--- src/rtl/fifo_uart_pkg.sv ---
// Shared types and constants for the FIFO-fed 8N1 UART transmitter.
package fifo_uart_pkg;

   localparam int unsigned UART_DATA_BITS  = 8;
   localparam int unsigned UART_BIT_IDX_W  = 3;
   localparam logic        UART_IDLE_LEVEL = 1'b1;

   typedef enum logic [2:0] {
      ST_IDLE  = 3'd0,
      ST_FETCH = 3'd1,
      ST_LOAD  = 3'd2,
      ST_START = 3'd3,
      ST_DATA  = 3'd4,
      ST_STOP  = 3'd5
   } uart_tx_state_t;

endpackage

--- src/rtl/baud_tick_gen.sv ---
// Bit-period counter: tick at terminal count, pre_tick_c one cycle earlier.
module baud_tick_gen #(
   parameter int unsigned CLKS_PER_BIT = 16
) (
   input  logic clk,
   input  logic rst_n,
   input  logic en,
   output logic tick,
   output logic pre_tick_c
);

   localparam int unsigned CNT_W = (CLKS_PER_BIT > 1) ? $clog2(CLKS_PER_BIT) : 1;
   localparam logic [CNT_W-1:0] CNT_LAST = CNT_W'(CLKS_PER_BIT - 1);
   localparam logic [CNT_W-1:0] CNT_PRE  = CNT_W'(CLKS_PER_BIT - 2);

   logic [CNT_W-1:0] cnt_q;
   logic [CNT_W-1:0] cnt_d;

   always_comb begin
      cnt_d = '0;
      if (en) begin
         cnt_d = (cnt_q == CNT_LAST) ? '0 : cnt_q + CNT_W'(1);
      end
   end

   always_ff @(posedge clk or negedge rst_n) begin
      if (!rst_n) begin
         cnt_q <= '0;
      end else begin
         cnt_q <= cnt_d;
      end
   end

   // pre_tick_c lets the parent register outputs that must coincide with tick
   assign tick       = en && (cnt_q == CNT_LAST);
   assign pre_tick_c = en && (cnt_q == CNT_PRE);

endmodule

--- src/rtl/fifo_uart_tx.sv ---
// Drains a synchronous FIFO one byte per 8N1 frame onto a serial line.
module fifo_uart_tx
   import fifo_uart_pkg::*;
#(
   parameter int unsigned CLKS_PER_BIT = 16,
   parameter int unsigned DATA_W       = UART_DATA_BITS
) (
   input  logic              clk,
   input  logic              rst_n,
   input  logic              fifo_empty,
   output logic              fifo_rd_en,
   input  logic [DATA_W-1:0] fifo_data,
   output logic              tx,
   output logic              busy,
   output logic              tx_done
);

   localparam logic [UART_BIT_IDX_W-1:0] BIT_LAST = UART_BIT_IDX_W'(DATA_W - 1);

   uart_tx_state_t            state_q, state_d;
   logic [DATA_W-1:0]         shift_q, shift_d;
   logic [UART_BIT_IDX_W-1:0] bit_idx_q, bit_idx_d;
   logic                      tx_q, tx_d;
   logic                      fifo_rd_en_q, fifo_rd_en_d;
   logic                      busy_q, busy_d;
   logic                      tx_done_q, tx_done_d;
   logic                      baud_en;
   logic                      tick;
   logic                      pre_tick;

   assign baud_en = (state_q == ST_START) || (state_q == ST_DATA) || (state_q == ST_STOP);

   baud_tick_gen #(
      .CLKS_PER_BIT(CLKS_PER_BIT)
   ) u_baud (
      .clk       (clk),
      .rst_n     (rst_n),
      .en        (baud_en),
      .tick      (tick),
      .pre_tick_c(pre_tick)
   );

   // Outputs are registered from next-state values so they line up with state_q
   always_comb begin
      state_d   = state_q;
      shift_d   = shift_q;
      bit_idx_d = bit_idx_q;
      tx_done_d = 1'b0;

      case (state_q)
         ST_IDLE: begin
            if (!fifo_empty) begin
               state_d = ST_FETCH;
            end
         end
         ST_FETCH: begin
            state_d = ST_LOAD;
         end
         ST_LOAD: begin
            shift_d   = fifo_data;
            bit_idx_d = '0;
            state_d   = ST_START;
         end
         ST_START: begin
            if (tick) begin
               state_d = ST_DATA;
            end
         end
         ST_DATA: begin
            if (tick) begin
               shift_d   = shift_q >> 1;
               bit_idx_d = bit_idx_q + UART_BIT_IDX_W'(1);
               if (bit_idx_q == BIT_LAST) begin
                  state_d = ST_STOP;
               end
            end
         end
         ST_STOP: begin
            tx_done_d = pre_tick;
            if (tick) begin
               state_d = ST_IDLE;
            end
         end
         default: begin
            state_d = ST_IDLE;
         end
      endcase

      fifo_rd_en_d = (state_d == ST_FETCH);
      busy_d       = (state_d != ST_IDLE);
      case (state_d)
         ST_START: tx_d = 1'b0;
         ST_DATA:  tx_d = shift_d[0];
         default:  tx_d = UART_IDLE_LEVEL;
      endcase
   end

   always_ff @(posedge clk or negedge rst_n) begin
      if (!rst_n) begin
         state_q      <= ST_IDLE;
         shift_q      <= '0;
         bit_idx_q    <= '0;
         tx_q         <= UART_IDLE_LEVEL;
         fifo_rd_en_q <= 1'b0;
         busy_q       <= 1'b0;
         tx_done_q    <= 1'b0;
      end else begin
         state_q      <= state_d;
         shift_q      <= shift_d;
         bit_idx_q    <= bit_idx_d;
         tx_q         <= tx_d;
         fifo_rd_en_q <= fifo_rd_en_d;
         busy_q       <= busy_d;
         tx_done_q    <= tx_done_d;
      end
   end

   assign tx         = tx_q;
   assign fifo_rd_en = fifo_rd_en_q;
   assign busy       = busy_q;
   assign tx_done    = tx_done_q;

endmodule

--- config.mk ---
export PLATFORM = sky130hd
export DESIGN_NAME = fifo_uart_tx
export DESIGN_NICKNAME = d
export VERILOG_FILES = /design/src/rtl/fifo_uart_pkg.sv /design/src/rtl/baud_tick_gen.sv /design/src/rtl/fifo_uart_tx.sv
export SDC_FILE = /design/constraint.sdc
export NUM_CORES = 1
export LEC_CHECK = 0
export CAP_MARGIN = 10
export CORE_MARGIN = 4
export CORE_UTILIZATION = 51
export DETAILED_ROUTE_END_ITERATION = 10
export PLACE_DENSITY = 0.82
export SLEW_MARGIN = 40
export SYNTH_ARGS = -nofsm -noshare
export SYNTH_HDL_FRONTEND = slang
export SYNTH_SLANG_ARGS = --single-unit
export TNS_END_PERCENT = 50
--- constraint.sdc ---
create_clock -name clk -period 2 [get_ports clk]
set_clock_uncertainty 0.05 [all_clocks]
set_input_delay 0.4 -clock clk [delete_from_list [all_inputs] [get_ports clk]]
set_output_delay 0.4 -clock clk [all_outputs]
set_load 0.01 [all_outputs]
==> Word level (Yosys, flattened, before mapping) <==
Index checks and enable logic that the tools add are counted.
{ "word_totals": {"inputBits": 11, "output_inout_bits": 4, "regBits": 22, "elab_cells": 45} }
{ "op_classes": {"n_eq_ne": 12, "add_sub_neg": 2, "mux": 14, "reduce_logical": 8} }
{ "op_table": {"columns": ["op", "count"], "rows": [
  ["3-bit 2-to-1 mux", 6],
  ["3-bit one-hot mux with 6 select lines", 1],
  ["8-bit one-hot mux with 2 select lines", 1],
  ["3-bit == test (second input constant)", 4],
  ["3-bit by 2-bit == test with 1-bit output (second input constant)", 3],
  ["4-bit == test (second input constant)", 2],
  ["4-bit 2-to-1 mux", 2],
  ["8-bit 2-to-1 mux", 1],
  ["3-bit by 1-bit == test with 1-bit output (second input constant)", 2],
  ["3-bit one-hot mux with 2 select lines", 1],
  ["4-bit by 1-bit adder with 4-bit output (second input constant)", 1],
  ["3-bit by 1-bit adder with 3-bit output (second input constant)", 1],
  ["3-bit zero test", 1],
  ["3-bit nonzero test", 1],
  ["1-bit logical AND", 2],
  ["1-bit logical OR", 2],
  ["2-bit != test (second input constant)", 1],
  ["1-bit one-hot mux with 2 select lines", 1],
  ["2-bit AND reduction", 1],
  ["2-bit nonzero test", 1],
  ["1-bit 2-to-1 mux", 1]
]} }

==> Logic depth before layout (Yosys ltp) <==
{ "logic_depth": {"ltp_word": 8, "depth_mapped": 7} }

==> Modules after synthesis <==
From an unflattened synthesis, not the netlist that was laid out.
{ "unflattened": {"hier_cells": 104, "hier_area_um2": 1133.6} }
{ "modules_own_cells": {"columns": ["module", "seq_area_each_um2", "area_each_um2", "cells_each", "instances"], "rows": [
  ["fifo_uart_tx", 451.7, 927.1, 86, 1],
  ["baud_tick_gen", 100.1, 206.4, 18, 1]
]} }

==> Least setup slack after synthesis <==
Ideal clock, no wire load.
{ "synth_timing": {"path_type": "reg2reg", "startpoint": "register u_baud.cnt_q[0]", "endpoint": "register shift_q[1]", "period_less_slack_ns": 1.530, "stages_incl_launch_ff": 8, "required_ns": 1.828, "n_path_buf": 2, "slack_ns": 0.470, "t_arrival_ns": 1.357, "setup_time_ns": 0.122, "path_cell_list": "dfrtp_1 -> ha_1 -> and3_1 -> buf_6 -> and3_4 -> buf_6 -> a22oi_2 -> nand2_1"} }
{ "synth_via": {"elab_chain_cells": 4} }
{ "synth_rtl": {"columns": ["item", "line", "source"], "rows": [
  ["start, declared", "baud_tick_gen.sv:16", "logic [CNT_W-1:0] cnt_q;"],
  ["start signal, assigned", "baud_tick_gen.sv:30", "cnt_q <= cnt_d;"],
  ["4-bit == test", "baud_tick_gen.sv:35", "assign tick = en && (cnt_q == CNT_LAST);"],
  ["1-bit logical AND", "baud_tick_gen.sv:35", null],
  ["2-bit != test (no source line)", null, null],
  ["2-bit AND reduction (no source line)", null, null],
  ["end signal, assigned", "fifo_uart_tx.sv:109", "shift_q <= shift_d;"],
  ["end, declared", "fifo_uart_tx.sv:21", "logic [DATA_W-1:0] shift_q, shift_d;"]
]} }
Every way passes these cells.
A chain may end at the register's enable or synchronous reset.

==> Worst setup path in the final report <==
{ "layout_timing": {"startpoint": "register tx_q, in the netlist tx", "endpoint": "output tx"} }
{ "layout_lines": {"columns": ["item", "line", "source"], "rows": [
  ["start, declared", "fifo_uart_tx.sv:23", "logic tx_q, tx_d;"],
  ["start signal, assigned", "fifo_uart_tx.sv:111", "tx_q <= tx_d;"],
  ["end, declared", "fifo_uart_tx.sv:13", "output logic tx,"]
]} }
No word-level cell between the ends.

==> impl_results.md <==
* CP arrival at 1.38 ns
* Startpoint types: register
* Reg2reg setup slack at between 0.3 and 0.4 ns
* RePlAce Congestion at between 0.7 and 0.8
* GRT Util Overall at 0.178
* Routed Antenna Nets at 0
* Clock sink count at 22
* Starting Density at 0.553
* Die Y at 54.8 µm
* Die W at 54.8 µm
* RR Startpoint: u_baud.cnt_q[0]$_DFF_PN0_
* # DRC at 0
* Critical path class: register to output pin
* Final slew viol count at 0
* Clock Path Buffers at 2
* CTS tree: built
* Critical path required time at 1.55 ns
* Top achievable clock speed at 0.548 GHz
* CTS Buf Count at 3
* LEAKAGE at 0.000605 µW
* CP max stage cell: dfstp_2
* Mapped Nets at around 130
* Number of cells on the worst reg-to-reg path at 5
* Area grow syn2layout at 17.6%
* Core Region at slightly above 2000 µm²
* Crit Path Max Fanout at 1
* Worst path cell trace: clkdlybuf4s50_1
* Via Count at about 880
* Die area at 3000 µm²
* Filler cells at 155
* Psw at 164 µW
* Worst skew pair latency at 0.32 ns
* Core Util, Final at 0.650
* Synth unique cells at 31
* TNS Setup at 0 ns
* Period utilization at 0.913
* Row cnt at 16
* Flip-flop and latch area at 552 µm²
* Post-Synthesis Cells at 112
* Max IR drop VDD at 0.541 mV
* CP peak stage delay at 0.54 ns
* Post-synthesis sequential area ratio at 0.494
* Number of port buffers at 14
* Number of global-route vias before repair at about 850
* Iter 0 DRT Violations at 20
* Final setup viols at 0
* Synth warn at 0
* Switching portion of total power at 0.193
* Comb pwr share at 0.055
* Worst r2r dst: shift_q[0]$_DFF_PN0_
* Top delay family on crit path: flip-flops
* Worst slew margin at 0.685
* Largest net degree at the start of global routing at 23
* Root buffer cell: clkbuf_4
* Final Hold Viols at 0
* Mapped Area at 1120 µm²
* Worst-path clk slew at between 0.1 and 0.15 ns
* Top post-synthesis cells by area: dfrtp_1, a22oi_2, nand2_1
* Net count, final at 142
* Multi-input gate area at 502 µm²
* Share of power burned in registers at 0.542
* Dpl hpwl at 1600 µm
* CTS H-tree depth at 1
* Share of post-route cells with drive strength above 1 at 0.135
* Wirelength per Cell at 14.0 µm
* Drt pass-1 iters at 4
* Global-route wire length before repair at 3840 µm
* Post-route minimum period at 1.83 ns
* Area leader, netlist: dfrtp_1
* Top-level port count at 15
* Crit path buf inv count at 1
* PwrDens at 645 nW/µm²
* Worst slew pin tran at 0.472 ns
* RSZ-0062 raised after global routing: false
* Synthesis-stage register bit count at 22
* Cell-internal power at roughly 680 µW
* Clock Power Share at 0.403
* Status: finished clean
* CTS resizes at 0
* Post-CTS setup buffer count at 0
* Antenna Cells at 0
* Initial antenna violation count at 0
* GRT overflow at 0
* Final wirelength at roughly 2100 µm
* Hold buffer count at CTS at 0
* Share of the synthesized area in the top cell type at 0.470
* Max Cap Violations at 0
* Crit. End Element: output pin
* Via density at 5.76
* Mapped Avg Cell Area at between 9 and 10 µm²
* Hold WC Path Type: input port to async pin
## per-stage QoR
stage / total power [µW] / cell area (µm²) / hold WS (ns) / cells / worst slack, ns
after floorplan: 478 / 1120 / 0.0544 / 112 / 0.470
after global placement: 514 / 1260 / 0.427 / 149 / 0.440
after detailed placement: 516 / 1260 / 0.439 / 149 / 0.356
after CTS: 851 / 1310 / 0.371 / 153 / 0.169
after global routing: 883 / 1310 / 0.373 / 153 / 0.114
final: 848 / 1310 / 0.359 / 153 / 0.174
## Yosys cell counts
master     instances
nand2_1           19
ha_1               4
o21ai_1            5
nor2_1             6
nor4_1             1
mux2_2             1
nand4b_1           1
nor3b_1            1
buf_2              3
dfrtp_1           21
dfstp_2            1
buf_4              1
nand3b_1           1
a31oi_1            3
nand4_1            1
buf_6              2
and3_4             1
nor3b_2            1
inv_1              5
a2bb2oi_1          1
a22oi_2            6
a21oi_1            9
and3_1             2
xnor2_1            1
nor3_1             3
a21o_1             1
o21ai_0            5
nor2b_1            2
nand3_1            2
a222oi_1           1
a31oi_2            1
## per-layer routing
| layer | track usage | up-vias | wire [µm] | part of all wire |
|---|---|---|---|---|
| li1 | - | 422 | - | - |
| met1 | 0.241 | 428 | 898 | 0.42 |
| met2 | 0.281 | 28 | 1090 | 0.51 |
| met3 | 0.0354 | 4 | 120 | 0.056 |
| met4 | 0.0622 | 0 | 27 | 0.013 |
| met5 | 0 | - | 0 | 0 |
## worst max-delay path by stage
stage / from / endpoint / depth (start not counted)
floorplan: u_baud.cnt_q[0]$_DFF_PN0_ / shift_q[1]$_DFFE_PN0P_ / 7
global placement: u_baud.cnt_q[0]$_DFF_PN0_ / shift_q[0]$_DFF_PN0_ / 5
detailed placement: u_baud.cnt_q[0]$_DFF_PN0_ / shift_q[0]$_DFF_PN0_ / 5
CTS: tx$_DFF_PN1_ / tx / 1
global route: tx$_DFF_PN1_ / tx / 1
finish: tx$_DFF_PN1_ / tx / 1
## placed cells by master, fill, tap and decap left out, types with 3 or more instances in the layout
cell type	synthesis	final
dfrtp_1	21	21
nand2_1	19	19
clkdlybuf4s50_1	0	14
a21oi_1	9	9
nor2_1	6	6
a22oi_2	6	6
inv_1	5	5
o21ai_0	5	5
o21ai_1	5	5
ha_1	4	4
nor3_1	3	3
a31oi_1	3	3
clkbuf_4	0	3
## cell type report
class                           instances  share of cell area
Clock buffer                            3              0.0171
Clock inverter                          1              0.0229
Inverter                                5              0.0143
Multi-Input combinational cell         79               0.382
Sequential cell                        22               0.420
Tap cell                               27              0.0257
Timing Repair Buffer                   16               0.118
## sequential cells by signal, summed over array words and instances, names as in the netlist
register	count
busy	1
u_baud.cnt_q	4
tx	1
tx_done	1
state_q	3
shift_q	8
bit_idx_q	3
fifo_rd_en	1
## power groups by stage
stage | clock (µW) | combinational, µW | sequential (µW)
2_1_floorplan | 0 | 11.2 | 467
3_3_place_gp | 0 | 46.0 | 468
3_5_place_dp | 0 | 47.6 | 468
4_1_cts | 343 | 47.6 | 460
5_1_grt | 371 | 51.0 | 461
6_report | 342 | 46.3 | 460
## cells by family (layout without fill, tap and decap cells)
logic type               count (synthesis)  count (layout)  share of synthesized area
adder cells (fa/ha/maj)                  4               4                     0.0448
AO/OA/AOI/OAI                           32              32                      0.204
buffers and inverters                   11              25                     0.0571
flip-flops                              22              22                      0.494
XOR/XNOR                                 1               1                    0.00784
AND/OR/NAND/NOR                         41              41                      0.183
multiplexers                             1               1                     0.0101
Power figures use the tool's default switching activity.
